**config.mk**
```make
export PLATFORM = sky130hd
export DESIGN_NAME = fetch_stage_flat
export DESIGN_NICKNAME = d
export VERILOG_FILES = /design/src/rtl/rv32_pkg.sv /design/src/rtl/fetch_stage_if.sv /design/src/rtl/fetch_stage_pc_gen.sv /design/src/rtl/fetch_stage.sv /design/src/flat_wrapper.sv
export SDC_FILE = /design/constraint.sdc
export NUM_CORES = 1
export LEC_CHECK = 0
export ABC_AREA = 1
export CELL_PAD_IN_SITES_DETAIL_PLACEMENT = 2
export CELL_PAD_IN_SITES_GLOBAL_PLACEMENT = 2
export CORE_MARGIN = 1.5
export CORE_UTILIZATION = 22
export DETAILED_ROUTE_END_ITERATION = 6
export MAX_ROUTING_LAYER = met4
export PLACE_DENSITY_LB_ADDON = 0.1
export SLEW_MARGIN = 40
export SYNTH_ARGS = -nofsm -noshare
export SYNTH_HDL_FRONTEND = slang
export SYNTH_SLANG_ARGS = --single-unit
```
**constraint.sdc**
```tcl
create_clock -name clk -period 5.8 [get_ports clk]
set_input_delay 0.87 -clock clk [delete_from_list [all_inputs] [get_ports clk]]
set_output_delay 0.87 -clock clk [all_outputs]
set_load 0.02 [all_outputs]
```
**src/rtl/rv32_pkg.sv**
```systemverilog
`default_nettype none
// +-----------------------------------------------------------------+
// | rv32_pkg: opcodes, bubble word and fetch-stage encodings  rev 1.0 |
// +-----------------------------------------------------------------+
package rv32_pkg;

    localparam logic [6:0]  OP_LOAD   = 7'b0000011;
    localparam logic [6:0]  OP_IMM    = 7'b0010011;
    localparam logic [6:0]  OP_SYSTEM = 7'b1110011;

    localparam logic [31:0] NOP_INST  = 32'h0000_0013;

    typedef enum logic [1:0] {
        FS_BOOT = 2'b00,
        FS_RUN  = 2'b01,
        FS_HALT = 2'b10
    } fetch_state_e;

    typedef enum logic [1:0] {
        PC_HOLD     = 2'b00,
        PC_INC      = 2'b01,
        PC_REDIRECT = 2'b10
    } pc_sel_e;

    typedef enum logic [1:0] {
        IFID_HOLD   = 2'b00,
        IFID_BUBBLE = 2'b01,
        IFID_LOAD   = 2'b10
    } ifid_op_e;

endpackage
`default_nettype wire

```
**src/rtl/fetch_stage_if.sv**
```systemverilog
`default_nettype none
// +-----------------------------------------------------------------+
// | fetch_stage_if: control, imem and IF/ID bundle of fetch  rev 1.0  |
// +-----------------------------------------------------------------+
interface fetch_stage_if;
    logic        stall;
    logic        flush;
    logic [31:0] redirect_pc;
    logic [31:0] imem_addr;
    logic [31:0] imem_rdata;
    logic [31:0] if_id_pc;
    logic [31:0] if_id_inst;
    logic        if_id_valid;
    logic [6:0]  opcode;
    logic [4:0]  rd_addr;
    logic [4:0]  rs1_addr;
    logic [4:0]  rs2_addr;
    logic        halted;
    logic [31:0] fetch_cnt;
    logic [31:0] stall_cnt;

    modport master (
        input  stall, flush, redirect_pc, imem_rdata,
        output imem_addr, if_id_pc, if_id_inst, if_id_valid,
               opcode, rd_addr, rs1_addr, rs2_addr, halted,
               fetch_cnt, stall_cnt
    );

    modport slave (
        output stall, flush, redirect_pc, imem_rdata,
        input  imem_addr, if_id_pc, if_id_inst, if_id_valid,
               opcode, rd_addr, rs1_addr, rs2_addr, halted,
               fetch_cnt, stall_cnt
    );
endinterface
`default_nettype wire

```
**src/rtl/fetch_stage_pc_gen.sv**
```systemverilog
`default_nettype none
// +-----------------------------------------------------------------+
// | pc_gen: program counter with hold / +4 / redirect select rev 1.0 |
// +-----------------------------------------------------------------+
module pc_gen
    import rv32_pkg::*;
#(
    parameter logic [31:0] RESET_PC = 32'h0000_0000
) (
    input  wire logic        clk,
    input  wire logic        rst_n,
    input  wire pc_sel_e     pc_sel,
    input  wire logic [31:0] redirect_pc,
    output logic [31:0]      pc
);

    logic [31:0] pc_next;

    // Redirect targets are forced word-aligned.
    always_comb begin
        pc_next = pc;
        unique case (pc_sel)
            PC_INC:      pc_next = pc + 32'd4;
            PC_REDIRECT: pc_next = redirect_pc & ~32'h0000_0003;
            default:     pc_next = pc;
        endcase
    end

    always_ff @(posedge clk) begin
        if (!rst_n) pc <= RESET_PC;
        else        pc <= pc_next;
    end

endmodule
`default_nettype wire

```
**src/rtl/fetch_stage.sv**
```systemverilog
`default_nettype none
// +-----------------------------------------------------------------+
// | fetch_stage: IF stage + IF/ID register, BOOT/RUN/HALT FSM rev 1.0 |
// | Optional perf counters: define FETCH_PERF_CNT_EN                 |
// +-----------------------------------------------------------------+
module fetch_stage
    import rv32_pkg::*;
#(
    parameter logic [31:0] RESET_PC = 32'h0000_0000,
    parameter logic [31:0] NOP_INST = rv32_pkg::NOP_INST
) (
    input  wire logic     clk,
    input  wire logic     rst_n,
    fetch_stage_if.master bus
);

    fetch_state_e state, state_next;
    pc_sel_e      pc_sel;
    ifid_op_e     ifid_op;
    logic [31:0]  pc;
    logic [31:0]  ifid_pc;
    logic [31:0]  ifid_inst;
    logic         ifid_valid;

    pc_gen #(.RESET_PC(RESET_PC)) u_pc_gen (
        .clk         (clk),
        .rst_n       (rst_n),
        .pc_sel      (pc_sel),
        .redirect_pc (bus.redirect_pc),
        .pc          (pc)
    );

    // Flush outranks stall; stall and flush are both ignored in BOOT.
    always_comb begin
        state_next = state;
        pc_sel     = PC_HOLD;
        ifid_op    = IFID_HOLD;
        unique case (state)
            FS_BOOT: begin
                state_next = FS_RUN;
                ifid_op    = IFID_BUBBLE;
            end
            FS_RUN: begin
                if (bus.flush) begin
                    pc_sel  = PC_REDIRECT;
                    ifid_op = IFID_BUBBLE;
                end else if (!bus.stall) begin
                    pc_sel  = PC_INC;
                    ifid_op = IFID_LOAD;
                    if (bus.imem_rdata[6:0] == OP_SYSTEM) state_next = FS_HALT;
                end
            end
            FS_HALT: begin
                ifid_op = IFID_BUBBLE;
                if (bus.flush) begin
                    pc_sel     = PC_REDIRECT;
                    state_next = FS_RUN;
                end
            end
            default: begin
                state_next = FS_BOOT;
                ifid_op    = IFID_BUBBLE;
            end
        endcase
    end

    always_ff @(posedge clk) begin
        if (!rst_n) begin
            state      <= FS_BOOT;
            ifid_pc    <= 32'd0;
            ifid_inst  <= NOP_INST;
            ifid_valid <= 1'b0;
        end else begin
            state <= state_next;
            unique case (ifid_op)
                IFID_BUBBLE: begin
                    ifid_pc    <= 32'd0;
                    ifid_inst  <= NOP_INST;
                    ifid_valid <= 1'b0;
                end
                IFID_LOAD: begin
                    ifid_pc    <= pc;
                    ifid_inst  <= bus.imem_rdata;
                    ifid_valid <= 1'b1;
                end
                default: ;
            endcase
        end
    end

`ifdef FETCH_PERF_CNT_EN
    logic [31:0] fetch_cnt;
    logic [31:0] stall_cnt;

    always_ff @(posedge clk) begin
        if (!rst_n) begin
            fetch_cnt <= 32'd0;
            stall_cnt <= 32'd0;
        end else begin
            if (ifid_op == IFID_LOAD) fetch_cnt <= fetch_cnt + 32'd1;
            if (state == FS_RUN && bus.stall && !bus.flush) stall_cnt <= stall_cnt + 32'd1;
        end
    end

    assign bus.fetch_cnt = fetch_cnt;
    assign bus.stall_cnt = stall_cnt;
`else
    assign bus.fetch_cnt = 32'd0;
    assign bus.stall_cnt = 32'd0;
`endif

    assign bus.imem_addr   = pc;
    assign bus.if_id_pc    = ifid_pc;
    assign bus.if_id_inst  = ifid_inst;
    assign bus.if_id_valid = ifid_valid;
    assign bus.opcode      = ifid_inst[6:0];
    assign bus.rd_addr     = ifid_inst[11:7];
    assign bus.rs1_addr    = ifid_inst[19:15];
    assign bus.rs2_addr    = ifid_inst[24:20];
    assign bus.halted      = (state == FS_HALT);

endmodule
`default_nettype wire

```
**src/flat_wrapper.sv**
```systemverilog
// flat-port wrapper written by rule: the top's interface ports become plain ports
module fetch_stage_flat import rv32_pkg::*;
#(
    parameter logic [31:0] RESET_PC = 32'h0000_0000,
    parameter logic [31:0] NOP_INST = rv32_pkg::NOP_INST
)
  (clk, rst_n, bus_stall, bus_flush, bus_redirect_pc, bus_imem_rdata, bus_imem_addr, bus_if_id_pc, bus_if_id_inst, bus_if_id_valid, bus_opcode, bus_rd_addr, bus_rs1_addr, bus_rs2_addr, bus_halted, bus_fetch_cnt, bus_stall_cnt);
  fetch_stage_if bus_i ();
  input  wire logic clk;
  input  wire logic rst_n;
  input wire logic [$bits(bus_i.stall)-1:0] bus_stall;
  input wire logic [$bits(bus_i.flush)-1:0] bus_flush;
  input wire logic [$bits(bus_i.redirect_pc)-1:0] bus_redirect_pc;
  input wire logic [$bits(bus_i.imem_rdata)-1:0] bus_imem_rdata;
  output wire logic [$bits(bus_i.imem_addr)-1:0] bus_imem_addr;
  output wire logic [$bits(bus_i.if_id_pc)-1:0] bus_if_id_pc;
  output wire logic [$bits(bus_i.if_id_inst)-1:0] bus_if_id_inst;
  output wire logic [$bits(bus_i.if_id_valid)-1:0] bus_if_id_valid;
  output wire logic [$bits(bus_i.opcode)-1:0] bus_opcode;
  output wire logic [$bits(bus_i.rd_addr)-1:0] bus_rd_addr;
  output wire logic [$bits(bus_i.rs1_addr)-1:0] bus_rs1_addr;
  output wire logic [$bits(bus_i.rs2_addr)-1:0] bus_rs2_addr;
  output wire logic [$bits(bus_i.halted)-1:0] bus_halted;
  output wire logic [$bits(bus_i.fetch_cnt)-1:0] bus_fetch_cnt;
  output wire logic [$bits(bus_i.stall_cnt)-1:0] bus_stall_cnt;
  assign bus_i.stall = bus_stall;
  assign bus_i.flush = bus_flush;
  assign bus_i.redirect_pc = bus_redirect_pc;
  assign bus_i.imem_rdata = bus_imem_rdata;
  assign bus_imem_addr = bus_i.imem_addr;
  assign bus_if_id_pc = bus_i.if_id_pc;
  assign bus_if_id_inst = bus_i.if_id_inst;
  assign bus_if_id_valid = bus_i.if_id_valid;
  assign bus_opcode = bus_i.opcode;
  assign bus_rd_addr = bus_i.rd_addr;
  assign bus_rs1_addr = bus_i.rs1_addr;
  assign bus_rs2_addr = bus_i.rs2_addr;
  assign bus_halted = bus_i.halted;
  assign bus_fetch_cnt = bus_i.fetch_cnt;
  assign bus_stall_cnt = bus_i.stall_cnt;
  fetch_stage #(.RESET_PC(RESET_PC), .NOP_INST(NOP_INST)) u_core (.clk(clk), .rst_n(rst_n), .bus(bus_i));
endmodule
```
* After elaboration in Yosys (flattened, before gate mapping)
Cells that the tools add are included.
** Operators by class
- Multiplexer cells :: 16
- Equal/unequal tests :: 11
- Reduce and logical (&&, ||, !) cells :: 4
- $add $sub $neg :: 1
** Operator list (count)
- 32-bit one-hot mux with 2 select lines :: 3
- 32-bit by 3-bit adder with 32-bit output, second input constant :: 1
- 2-bit 2-to-1 mux :: 9
- 7-bit equality test, second input constant :: 1
- 2-bit by 1-bit equality test with 1-bit output, second input constant :: 3
- 2-bit equality test, second input constant :: 3
- 2-bit != test, second input constant :: 3
- 2-bit one-hot mux with 3 select lines :: 1
- 2-bit one-hot mux with 2 select lines :: 1
- 4-bit AND reduction :: 1
- 2-bit nonzero test :: 2
- 2-bit logical NOT :: 1
- 2-bit by 1-bit != test with 1-bit output, second input constant :: 1
- 1-bit one-hot mux with 2 select lines :: 1
- 1-bit 2-to-1 mux :: 1
** Storage, ports and cells
- Input bits :: 68
- Bits in registers :: 99
- Output and inout port bits :: 184
- Logic and storage cells :: 37

* Longest topological paths before layout
Gate-level depths: netlist of the first run.
- Depth after elaboration :: 5
- Depth in mapped cells :: 13
- Gate-level depth less buffers :: 11

* By module
Synthesis of the first run repeated with hierarchy kept, for this count alone.
** Second synthesis, totals
- Cell total of the unflattened synthesis :: 792
- Area, all modules :: 5773.0 um2
** Modules (own cells, without submodules)
- fetch_stage :: seq. area each 1341.3 um2, area each 3455.8 um2, times used 1, cells an instance 404
- pc_gen :: seq. area each 600.6 um2, area each 2317.2 um2, times used 1, cells an instance 388

* Least setup slack after synthesis of the first run
No wires, ideal clock.
- Kind :: input -> register
- Start :: input port bus_stall
- End :: register u_core.u_pc_gen.pc[21]
- Data arrival time :: 2187 ps
- Setup slack :: 3546 ps
- Buffers on the path :: 2
- Library setup time :: 66 ps
- Data required time :: 5734 ps
- Stages :: 8
- Cell sequence :: nor3_1 > nand2_1 > ha_1 > buf_2 > inv_1 > clkbuf_1 > o21ai_0 > a21oi_2
** On the way
- Longest elaborated chain between the ends :: 5
- Elaborated cells on any way between the ends :: 7
- Classes of those cells :: 2 x eq/ne; 4 x mux; 1 x reduce/logical
** RTL lines
- from (decl) :: line flat_wrapper.sv:11 : input wire logic [$bits(bus_i.stall)-1:0] bus_stall;
- 1-bit 2-to-1 mux * :: line fetch_stage.sv:47 : end else if (!bus.stall) begin
- 2-bit 2-to-1 mux * :: line fetch_stage.sv:44 : if (bus.flush) begin
- 2-bit one-hot mux with 2 select lines * :: line fetch_stage.sv:38 : unique case (state)
- 2-bit equality test / 2-bit by 1-bit equality test with 1-bit output (equally long branches) :: line fetch_stage_pc_gen.sv:22 : unique case (pc_sel)
- 32-bit one-hot mux with 2 select lines / 2-bit nonzero test (equally long branches)
- to (signal assigned) :: line fetch_stage_pc_gen.sv:31 : else pc <= pc_next;
- to (decl) :: line fetch_stage_pc_gen.sv:14 : output logic [31:0] pc
Mark *: on every way between the ends. The rest lies on a longest branch, timed or not.
A chain may end at the register's enable or synchronous reset.

* Final worst setup path of the first run
- Start :: input port bus_flush
- End :: register u_core.u_pc_gen.pc[4]
** On the way
- Longest elaborated chain between the ends :: 4
- Elaborated cells on any way between the ends :: 7
- Classes of those cells :: 2 x eq/ne; 4 x mux; 1 x reduce/logical
** RTL lines
- from (decl) :: line flat_wrapper.sv:12 : input wire logic [$bits(bus_i.flush)-1:0] bus_flush;
- 2-bit 2-to-1 mux (on tied branches) :: line fetch_stage.sv:44, fetch_stage.sv:55
- 2-bit one-hot mux with 2 select lines * :: line fetch_stage.sv:38
- 2-bit equality test / 2-bit by 1-bit equality test with 1-bit output (equally long branches) :: line fetch_stage_pc_gen.sv:22
- 32-bit one-hot mux with 2 select lines / 2-bit nonzero test (equally long branches)
Marked as above.

==> metrics.md, run 1 <==
| Metric | Value |
|---|---|
| Outcome | complete, no violations |
| Hold WS | 0.465 ns |
| RSZ-0062 raised after global routing | false |
| Antenna-violating nets left | 0 |
| Cts hold-fix bufs | 0 |
| Max-slew headroom | roughly 52% |
| Clk pin slew, worst setup/hold paths | 0.07 ns |
| Final Non-Filler Cells | 1223 |
| Setup crit start | bus_flush |
| Setup violations, final | 0 |
| Worst slack, placed | roughly 2.3 ns |
| Post-synth EDFFs | 0 |
| Max Cap Viol | 0 |
| Grt ovf | 0 |
| CP Data Required Time | roughly 6.1 ns |
| Setup ws final | approximately 2.7 ns |
| Fraction of layout cells with a size suffix above 1 | about 6.4% |
| Cells after synthesis | 762 |
| CTS Root Cell | clkbuf_16 |
| Number of port buffers | between 150 and 200 |
| Critical path class | in -> reg |
| Worst slew pin tran | 0.717 ns |
| Synth Register Bits | 95 |
| Setup crit end | u_core.u_pc_gen.pc[4] |
| CTS Buf Count | 9 |
| Vias in the first global route | 5609 |
| Fill count | 2776 |
| P per Cell Area | 281 nW/um^2 |
| Fin Setup TNS | 0 ns |
| Final setup skew | 0.00876 ns |
| Global-route wire length before repair | about 30000 um |
| Worst R2R Start | u_core.state[1] |
| Global route hottest layer | met2 |
| # H-tree levels | 3 |
| Gp weighted congestion | ~0.75 |
| Die Span Y | roughly 160 um |
| Area grow syn2layout | 37.7% |
| Final Hold Viols | 0 |
| CTS max path bufs | 2 |
| Total GRT Usage | 16.0% |
| Via count | 5256 |
| Post-synthesis sequential area ratio | a little over a third |
| Die X | 157 um |
| Drt first pass iters | 4 |
| Largest net degree at the start of global routing | 61 |
| Fmax | between 300 and 400 MHz |
| Met1 usage | between 10% and 20% |
| CP Capture Type | flop |
| Final worst-path cycle share | between 50 and 60% |
| Routed len/inst | about 16 um |
| Met3 usage | ~2% |
| Total clock sinks | 95 |
| Routed WL | 19200 um |
| Die area | around 25000 um^2 |
| Area of the multi-input gates | 2640 um^2 |
| Remaining routing DRC violations | 0 |
| Post-DP HPWL | ~14000 um |
| WP data arrival | approximately 3.4 ns |
| Post-CTS sizing | 0 |
| Placed Area | ~6900 um^2 |
| Starting Density | approximately 22% |
| IO Pins | 252 |
| Initial antenna violation count | 0 |
| Storage element area | 1900 um^2 |
| Post-Syn Area | around 5200 um^2 |
| Clk Latency, worst-skew pair | about 0.35 ns |
| Nets | 975 |
| Yosys warns | 0 |
| CTS tree | done |
| Core Area | approximately 23000 um^2 |
| Worst hold path type | reg -> reg |
| DRT iter0 DRCs | ~140 |
| Dpl cells | between 1000 and 1500 |
| R2r worst-path depth | 10 |
| Ant diodes | 0 |
| Startpoint Class | input port |
| FF-to-FF End | u_core.u_pc_gen.pc[4] |
| Post-synthesis cell type count | 35 |
| Reg2Reg Setup Slack | approximately 3 ns |
| Vias per cell | between 4 and 5 |
| IR drop worst, VDD | roughly 0.15 mV |
| Met2 track demand over resource | 28.4% |
| Worst hold stages | 2 |
| Design Area, Final | between 7000 and 8000 um^2 |
| Post-synth top flop | dfxtp_1 |
| Setup repair bufs after CTS | 0 |
| Fin crit period | about 3.1 ns |
| Slew Viols, Final | 0 |
| Lkg Pwr | between 2 and 3 nW |
| CP Max Fanout | 45 |
| FP Rows | 56 |
| Async set-reset flop share out of synthesis | 0% |
| Syn avg cell area | roughly 7 um^2 |
-- cells by family after synthesis --
logic type / count (synthesis) / share of synthesized area (%)
AO/OA/AOI/OAI: 138 / 14.0
XOR/XNOR: 5 / 0.834
adder cells (fa/ha/maj): 7 / 1.67
buffers and inverters: 159 / 18.2
flip-flops: 95 / 36.2
other: 1 / 0.0714
AND/OR/NAND/NOR: 357 / 29.0
-- area by class of cell --
| class | count | share of cell area (%) |
|---|---|---|
| clock buffer | 11 | 3.50 |
| inverter | 33 | 1.78 |
| timing repair buffer | 186 | 25.6 |
| clock inverter | 4 | 0.744 |
| multi-input combinational | 575 | 36.6 |
| tap | 319 | 5.52 |
| sequential | 95 | 26.3 |
-- registers in the layout (all words and copies together), names as in the netlist --
signal and flops:
u_core.bus.if_id_inst 32, u_core.bus.if_id_pc 30, u_core.bus.if_id_valid 1, u_core.state 2, u_core.u_pc_gen.pc 30
-- critical path: stages --
cell             delay [ns]
clkdlybuf4s50_1        0.49
nor3_1                 0.32
nand2_1                0.10
ha_1                   0.30
buf_4                  0.28
inv_1                  0.51
o21ai_0                0.18
a221oi_1               0.28
-- cells in the final DEF (no fill, tap or decap), types with 2 or more instances in the layout --
cell type        netlist  layout
o22ai_1                4       4
clkinvlp_4             0       2
buf_4                 92       5
inv_2                  5       4
inv_4                  0       2
conb_1                 1      68
clkdlybuf4s50_1        0     181
clkbuf_8               0       2
xor2_1                 2       2
o21ai_0               16      16
nor2_4                 7       7
xnor2_1                3       3
nand3_1               33      33
and2_1                 2       2
nand2_4                2       2
a21oi_1              104     104
a21oi_2                5       5
nand2_2                7       7
clkbuf_16              0       9
nand4_1                2       2
nor2_1                58      58
nand2_1              235     235
ha_1                   7       6
inv_1                 28      27
a211oi_1               2       2
dfxtp_1               95      95
nor2_2                 6       6
or2_2                  2       2
-- routing by layer --
metal	vias to the layer above	part of all wire, %
met5	-	0
met4	0	1.1
met3	14	3.7
met2	155	50
met1	2538	45
li1	2549	-
-- through the flow --
step / power, mW / utilization, %
after floorplan: 1.20 / -
after global placement: 1.40 / 29.5
after CTS: 2.07 / 30.8
after detailed placement: 1.42 / 29.5
final: 2.03 / 30.8
after global routing: 2.17 / 30.8
-- power breakdown --
part / internal, mW / switching [mW] / total, mW
combinational: 0.214 / 0.411 / 0.626
clock: 0.358 / 0.278 / 0.636
sequential: 0.692 / 0.0763 / 0.768
-- cell usage after synthesis (2+ instances only) --
| master | number | area [um^2] |
|---|---|---|
| buf_4 | 92 | 691 |
| nand2_4 | 2 | 22.5 |
| buf_2 | 12 | 60.1 |
| a211oi_1 | 2 | 15.0 |
| xnor2_1 | 3 | 26.3 |
| a21oi_2 | 5 | 43.8 |
| xor2_1 | 2 | 17.5 |
| nand4_1 | 2 | 12.5 |
| o21ai_0 | 16 | 80.1 |
| nand3_1 | 33 | 165 |
| a21oi_1 | 104 | 521 |
| nor2_4 | 7 | 78.8 |
| nand2_1 | 235 | 882 |
| inv_2 | 5 | 18.8 |
| o22ai_1 | 4 | 25.0 |
| clkbuf_1 | 22 | 82.6 |
| nand2_2 | 7 | 43.8 |
| and2_1 | 2 | 12.5 |
| dfxtp_1 | 95 | 1900 |
| ha_1 | 7 | 87.6 |
| nor2_1 | 58 | 218 |
| or2_2 | 2 | 12.5 |
| nor2_2 | 6 | 37.5 |
| inv_1 | 28 | 105 |
-- worst min path at each step --
stage                         startpoint                        end
6_report       u_core.bus.if_id_inst[28]  u_core.bus.if_id_inst[28]
5_1_grt          u_core.bus.if_id_pc[26]    u_core.bus.if_id_pc[26]
3_5_place_dp   u_core.bus.if_id_inst[28]  u_core.bus.if_id_inst[28]
3_3_place_gp   u_core.bus.if_id_inst[28]  u_core.bus.if_id_inst[28]
2_1_floorplan            u_core.state[1]            u_core.state[1]
4_1_cts        u_core.bus.if_id_inst[28]  u_core.bus.if_id_inst[28]
Power figures use the tool's default switching activity.
==> run 2: changes to the inputs <==
--- a/config.mk
+++ b/config.mk
@@ -9,7 +9,7 @@
 export CELL_PAD_IN_SITES_DETAIL_PLACEMENT = 2
 export CELL_PAD_IN_SITES_GLOBAL_PLACEMENT = 2
 export CORE_MARGIN = 1.5
-export CORE_UTILIZATION = 22
+export CORE_UTILIZATION = 19
 export DETAILED_ROUTE_END_ITERATION = 6
 export MAX_ROUTING_LAYER = met4
 export PLACE_DENSITY_LB_ADDON = 0.1
==> constraint.sdc (replaced) <==
create_clock -name clk -period 2.7 [get_ports clk]
set_input_delay 0.405 -clock clk [delete_from_list [all_inputs] [get_ports clk]]
set_output_delay 0.405 -clock clk [all_outputs]
set_load 0.02 [all_outputs]
==> metrics.md, run 2 (synthesis results as in run 1) <==
| Metric | Value |
|---|---|
| Leading cell type in the layout, fill and taps excluded | nand2_1 |
| CP Max Fanout | 14 |
| Outcome | complete, no violations |
| Worst slew pin tran | roughly 0.7 ns |
| Largest net degree at the start of global routing | 61 |
| Reg2Reg Setup Slack | roughly 0.43 ns |
| Clk pin slew, worst setup/hold paths | about 0.070 ns |
| Setup crit end | u_core.u_pc_gen.pc[4] |
| Antenna-violating nets left | 0 |
| Total GRT Usage | between 10% and 20% |
| Remaining routing DRC violations | 0 |
| DRT iter0 DRCs | roughly 160 |
| Final worst-path cycle share | between 80% and 90% |
| P per Cell Area | between 500 and 600 nW/um^2 |
| Via count | ~5200 |
| Largest register FFs | 32 |
| Post-CTS sizing | 0 |
| Worst hold path type | reg -> reg |
| Worst R2R Start | u_core.state[1] |
| Max-slew headroom | between 50 and 60% |
| Setup violations, final | 0 |
| Hold WS | between 0.4 and 0.5 ns |
| IR drop worst, VDD | 0.290 mV |
| Die area | 28600 um^2 |
| Drt first pass iters | 4 |
| Starting Density | between 10% and 20% |
| CTS Root Cell | clkbuf_16 |
| Most frequent cells in the layout | nand2_1, clkdlybuf4s50_1, a21oi_1, dfxtp_1, conb_1 |
| Setup crit start | u_core.state[1] |
| FF-to-FF End | u_core.u_pc_gen.pc[4] |
| Setup repair bufs after CTS | 0 |
| FP Rows | 60 |
| Grt ovf | 0 |
| Gp weighted congestion | approximately 0.74 |
| Vias per cell | ~4.1 |
| Vias in the first global route | between 5000 and 6000 |
| Final Hold Viols | 0 |
| Final setup skew | between 0.009 and 0.01 ns |
| Global-route wire length before repair | between 30000 and 40000 um |
| Critical path class | reg -> reg |
| Die X | 169 um |
| Routed len/inst | around 16 um |
| RSZ-0062 raised after global routing | false |
| Fin crit period | 2.27 ns |
| Area grow syn2layout | 40.0% |
| CTS Buf Count | 9 |
| Fmax | roughly 440 MHz |
| CTS max path bufs | 2 |
| Fraction of layout cells with a size suffix above 1 | under 10% |
| Post-DP HPWL | approximately 15000 um |
| Routed WL | just under 20000 um |
| Clk Latency, worst-skew pair | 0.35 ns |
| Nets | between 900 and 1000 |
| CP Data Required Time | about 3.0 ns |
| Max Cap Viol | 0 |
| R2r worst-path depth | 9 |
| CTS tree | done |
| CP Capture Type | flop |
| # H-tree levels | 3 |
| IO Pins | about 250 |
| Die Span Y | 169 um |
| Cts hold-fix bufs | 0 |
| Startpoint Class | flop |
| Number of port buffers | about 180 |
| Core Area | ~27000 um^2 |
| Ant diodes | 0 |
| Lkg Pwr | between 2 and 3 nW |
| Fin Setup TNS | 0 ns |
| Slew Viols, Final | 0 |
| Total clock sinks | between 90 and 100 |
| WP data arrival | between 2 and 3 ns |
| Min-delay src | u_core.bus.if_id_inst[28] |
| Initial antenna violation count | 0 |
==> run 2: cell count changes in the layout (fill, tap and decap cells not counted), sizes merged <==
cell    delta
clkbuf     -2
clkinv     +2
buf        +9
==> run 2: worst min path at each step <==
stage / slack (ns) / to / cells past startpoint
finish: 0.46 / u_core.bus.if_id_inst[28] / 2
global route: 0.48 / u_core.bus.if_id_inst[13] / 2
CTS: 0.47 / u_core.bus.if_id_inst[28] / 2
detailed placement: 0.46 / u_core.bus.if_id_inst[28] / 2
global placement: 0.45 / u_core.bus.if_id_inst[28] / 2
floorplan: 0.48 / u_core.state[1] / 2
==> run 2: worst max-delay path, stage by stage, from the launching register on <==
cell and delay (ns):
dfxtp_1 0.33, inv_1 0.11, ha_1 0.19, inv_1 0.08
nor3_1 0.26, nand2_1 0.10, ha_1 0.35, inv_1 0.33
o21ai_0 0.15, a221oi_1 0.27
==> run 2: per-layer routing <==
metal | vias to the layer above | GRT usage, % | share of wire, %
met5 | - | - | 0
met4 | 0 | 3.12 | 0.90
met3 | 11 | 2.54 | 4.2
met2 | 142 | 23.0 | 47
met1 | 2476 | 18.0 | 48
li1 | 2563 | - | -
==> run 2: metrics by stage <==
stage               setup WS [ns]  cells  area [um^2]  power, mW  util [%]
floorplan                   0.764    829         5500       2.57         -
global placement            0.169   1239         7050       3.12      26.1
detailed placement          0.135   1239         7050       3.13      26.1
CTS                         0.378   1254         7350       4.52      27.2
global route                0.121   1254         7350       4.71      27.2
finish                      0.433   1254         7350       4.40      27.2
==> run 2: power breakdown <==
part | switching (mW) | internal, mW
sequential | 0.158 | 1.49
combinational | 0.896 | 0.515
clock | 0.618 | 0.721
==> run 2: layout make-up <==
type / count / area [um^2]
fill: 3242 / 19700
multi-input combinational: 575 / 2640
inverter: 33 / 124
clock buffer: 9 / 225
tap: 341 / 427
timing repair buffer: 195 / 1950
sequential: 95 / 1900
clock inverter: 6 / 71.3
==> patch, RTL diff (settings of run 1) <==
Add a define of `FETCH_PERF_CNT_EN`.
--- a/src/rtl/fetch_stage.sv
+++ b/src/rtl/fetch_stage.sv
@@ -3,6 +3,8 @@
 // | fetch_stage: IF stage + IF/ID register, BOOT/RUN/HALT FSM rev 1.0 |
 // | Optional perf counters: define FETCH_PERF_CNT_EN                 |
 // +-----------------------------------------------------------------+
+`define FETCH_PERF_CNT_EN
+
 module fetch_stage
     import rv32_pkg::*;
 #(
Function: changed (Yosys sat finds a counterexample within 4 cycles, from zero or initial values and one cycle with rst_n low).
==> patch against run 1 <==
  * Sequential cell count is 64 higher
  * Wire length is 75% higher
  * Non-clock buffer count is 65 higher
  * Setup slack worse by 0.30 ns
  * Cell area is 58% higher
  * Count of clock-buffer cells in the layout is 9 higher
  * Die area is 53% higher
  * Critical path depth is 1 higher
  * Total power is 40% higher
  * Clock power is 86% higher
  * Synthesized area is 54% higher
  * Critical endpoint is now u_core.bus.if_id_pc[20]
==> patch: results <==
{
  "status": "complete, no violations",
  "cts_buffers": 17,
  "clock_cell_area_share": 0.05151,
  "p_comb_frac": 0.182,
  "multi_input_area_share": 0.3635,
  "nClkBuffers": 20,
  "port-buffer-count": 245,
  "routedWlPerCell_um": 17.25,
  "seq_cells": 159,
  "leakagePower_nw": 3.812,
  "tightest_slew_ns": 0.7561,
  "worstSkewPairLatency_ns": 0.44,
  "dp.cells": 1913,
  "ys_types": 37,
  "met2_length_um": 15280,
  "hold_path.startpoint": "u_core.bus.if_id_inst[14]",
  "wl_met3_um": 1459,
  "buffer_area_frac": 0.2183,
  "gp_congestion": 0.7671,
  "diodes": 2,
  "switchingPower_mw": 0.8746,
  "grt_pass1_wl_um": 53050,
  "met2_usage": 0.2923,
  "viasPerCell": 4.552,
  "power_leader": "clock",
  "drive_above_1_share": 0.03862,
  "use_met3": 0.03974,
  "met1_usage": 0.2383,
  "grt.total_usage": 0.1848,
  "r2r_end": "u_core.bus.if_id_pc[20]",
  "fillers": 4359,
  "worstHoldEndpoint": "u_core.bus.if_id_inst[14]",
  "r2r_slack_ns": 2.95,
  "ir_drop_mv": 0.2083,
  "drt-initial-drc-count": 232,
  "cpPeakStageDelay_ns": 0.53,
  "grt_max_degree": 73,
  "grt_pass1_vias": 9313
}
## patch: cell types whose count changed after synthesis, moves of 6 or more
cell | run 1 | this run
nand2_1 | 235 | 400
nor3_1 | 1 | 23
inv_1 | 28 | 107
clkbuf_1 | 22 | 34
nand2_2 | 7 | 0
buf_2 | 12 | 6
buf_4 | 92 | 27
nand4_1 | 2 | 9
o21ai_0 | 16 | 33
nand3_1 | 33 | 71
nor2_1 | 58 | 198
dfxtp_1 | 95 | 159
a21oi_1 | 104 | 125
## patch: worst max path at each step
| stage | startpoint | end | slack [ns] |
|---|---|---|---|
| after floorplan | bus_flush | u_core.bus.fetch_cnt[18] | 3.31 |
| after global placement | bus_flush | u_core.bus.if_id_inst[25] | 1.90 |
| after detailed placement | bus_flush | u_core.bus.if_id_inst[25] | 1.81 |
| after CTS | bus_flush | u_core.bus.if_id_pc[20] | 2.29 |
| after global routing | bus_flush | u_core.bus.if_id_pc[23] | 2.18 |
| final | bus_flush | u_core.bus.if_id_pc[20] | 2.40 |
## patch: cells by family (layout without fill, tap and decap cells)
group	Yosys count	count (layout)	synth area share
AOI/OAI and AO/OA	177	177	0.1145
other	1	6	0.0004633
buffers and inverters	180	390	0.09692
xor gates and xnor gates	12	12	0.01298
adders and majority gates	9	9	0.01391
and+or+nand+nor	725	725	0.3679
DFF	159	159	0.3933
## patch: stage by stage
| step | utilization | hold slack (ns) | instance area (µm²) |
|---|---|---|---|
| 2_1_floorplan | - | 0.4557 | 8105 |
| 3_5_place_dp | 0.2971 | 0.4591 | 10820 |
| 6_report | 0.3134 | 0.4677 | 11420 |
| 4_1_cts | 0.3132 | 0.4717 | 11410 |
| 5_1_grt | 0.3134 | 0.4937 | 11420 |
| 3_3_place_gp | 0.2969 | 0.4472 | 10820 |
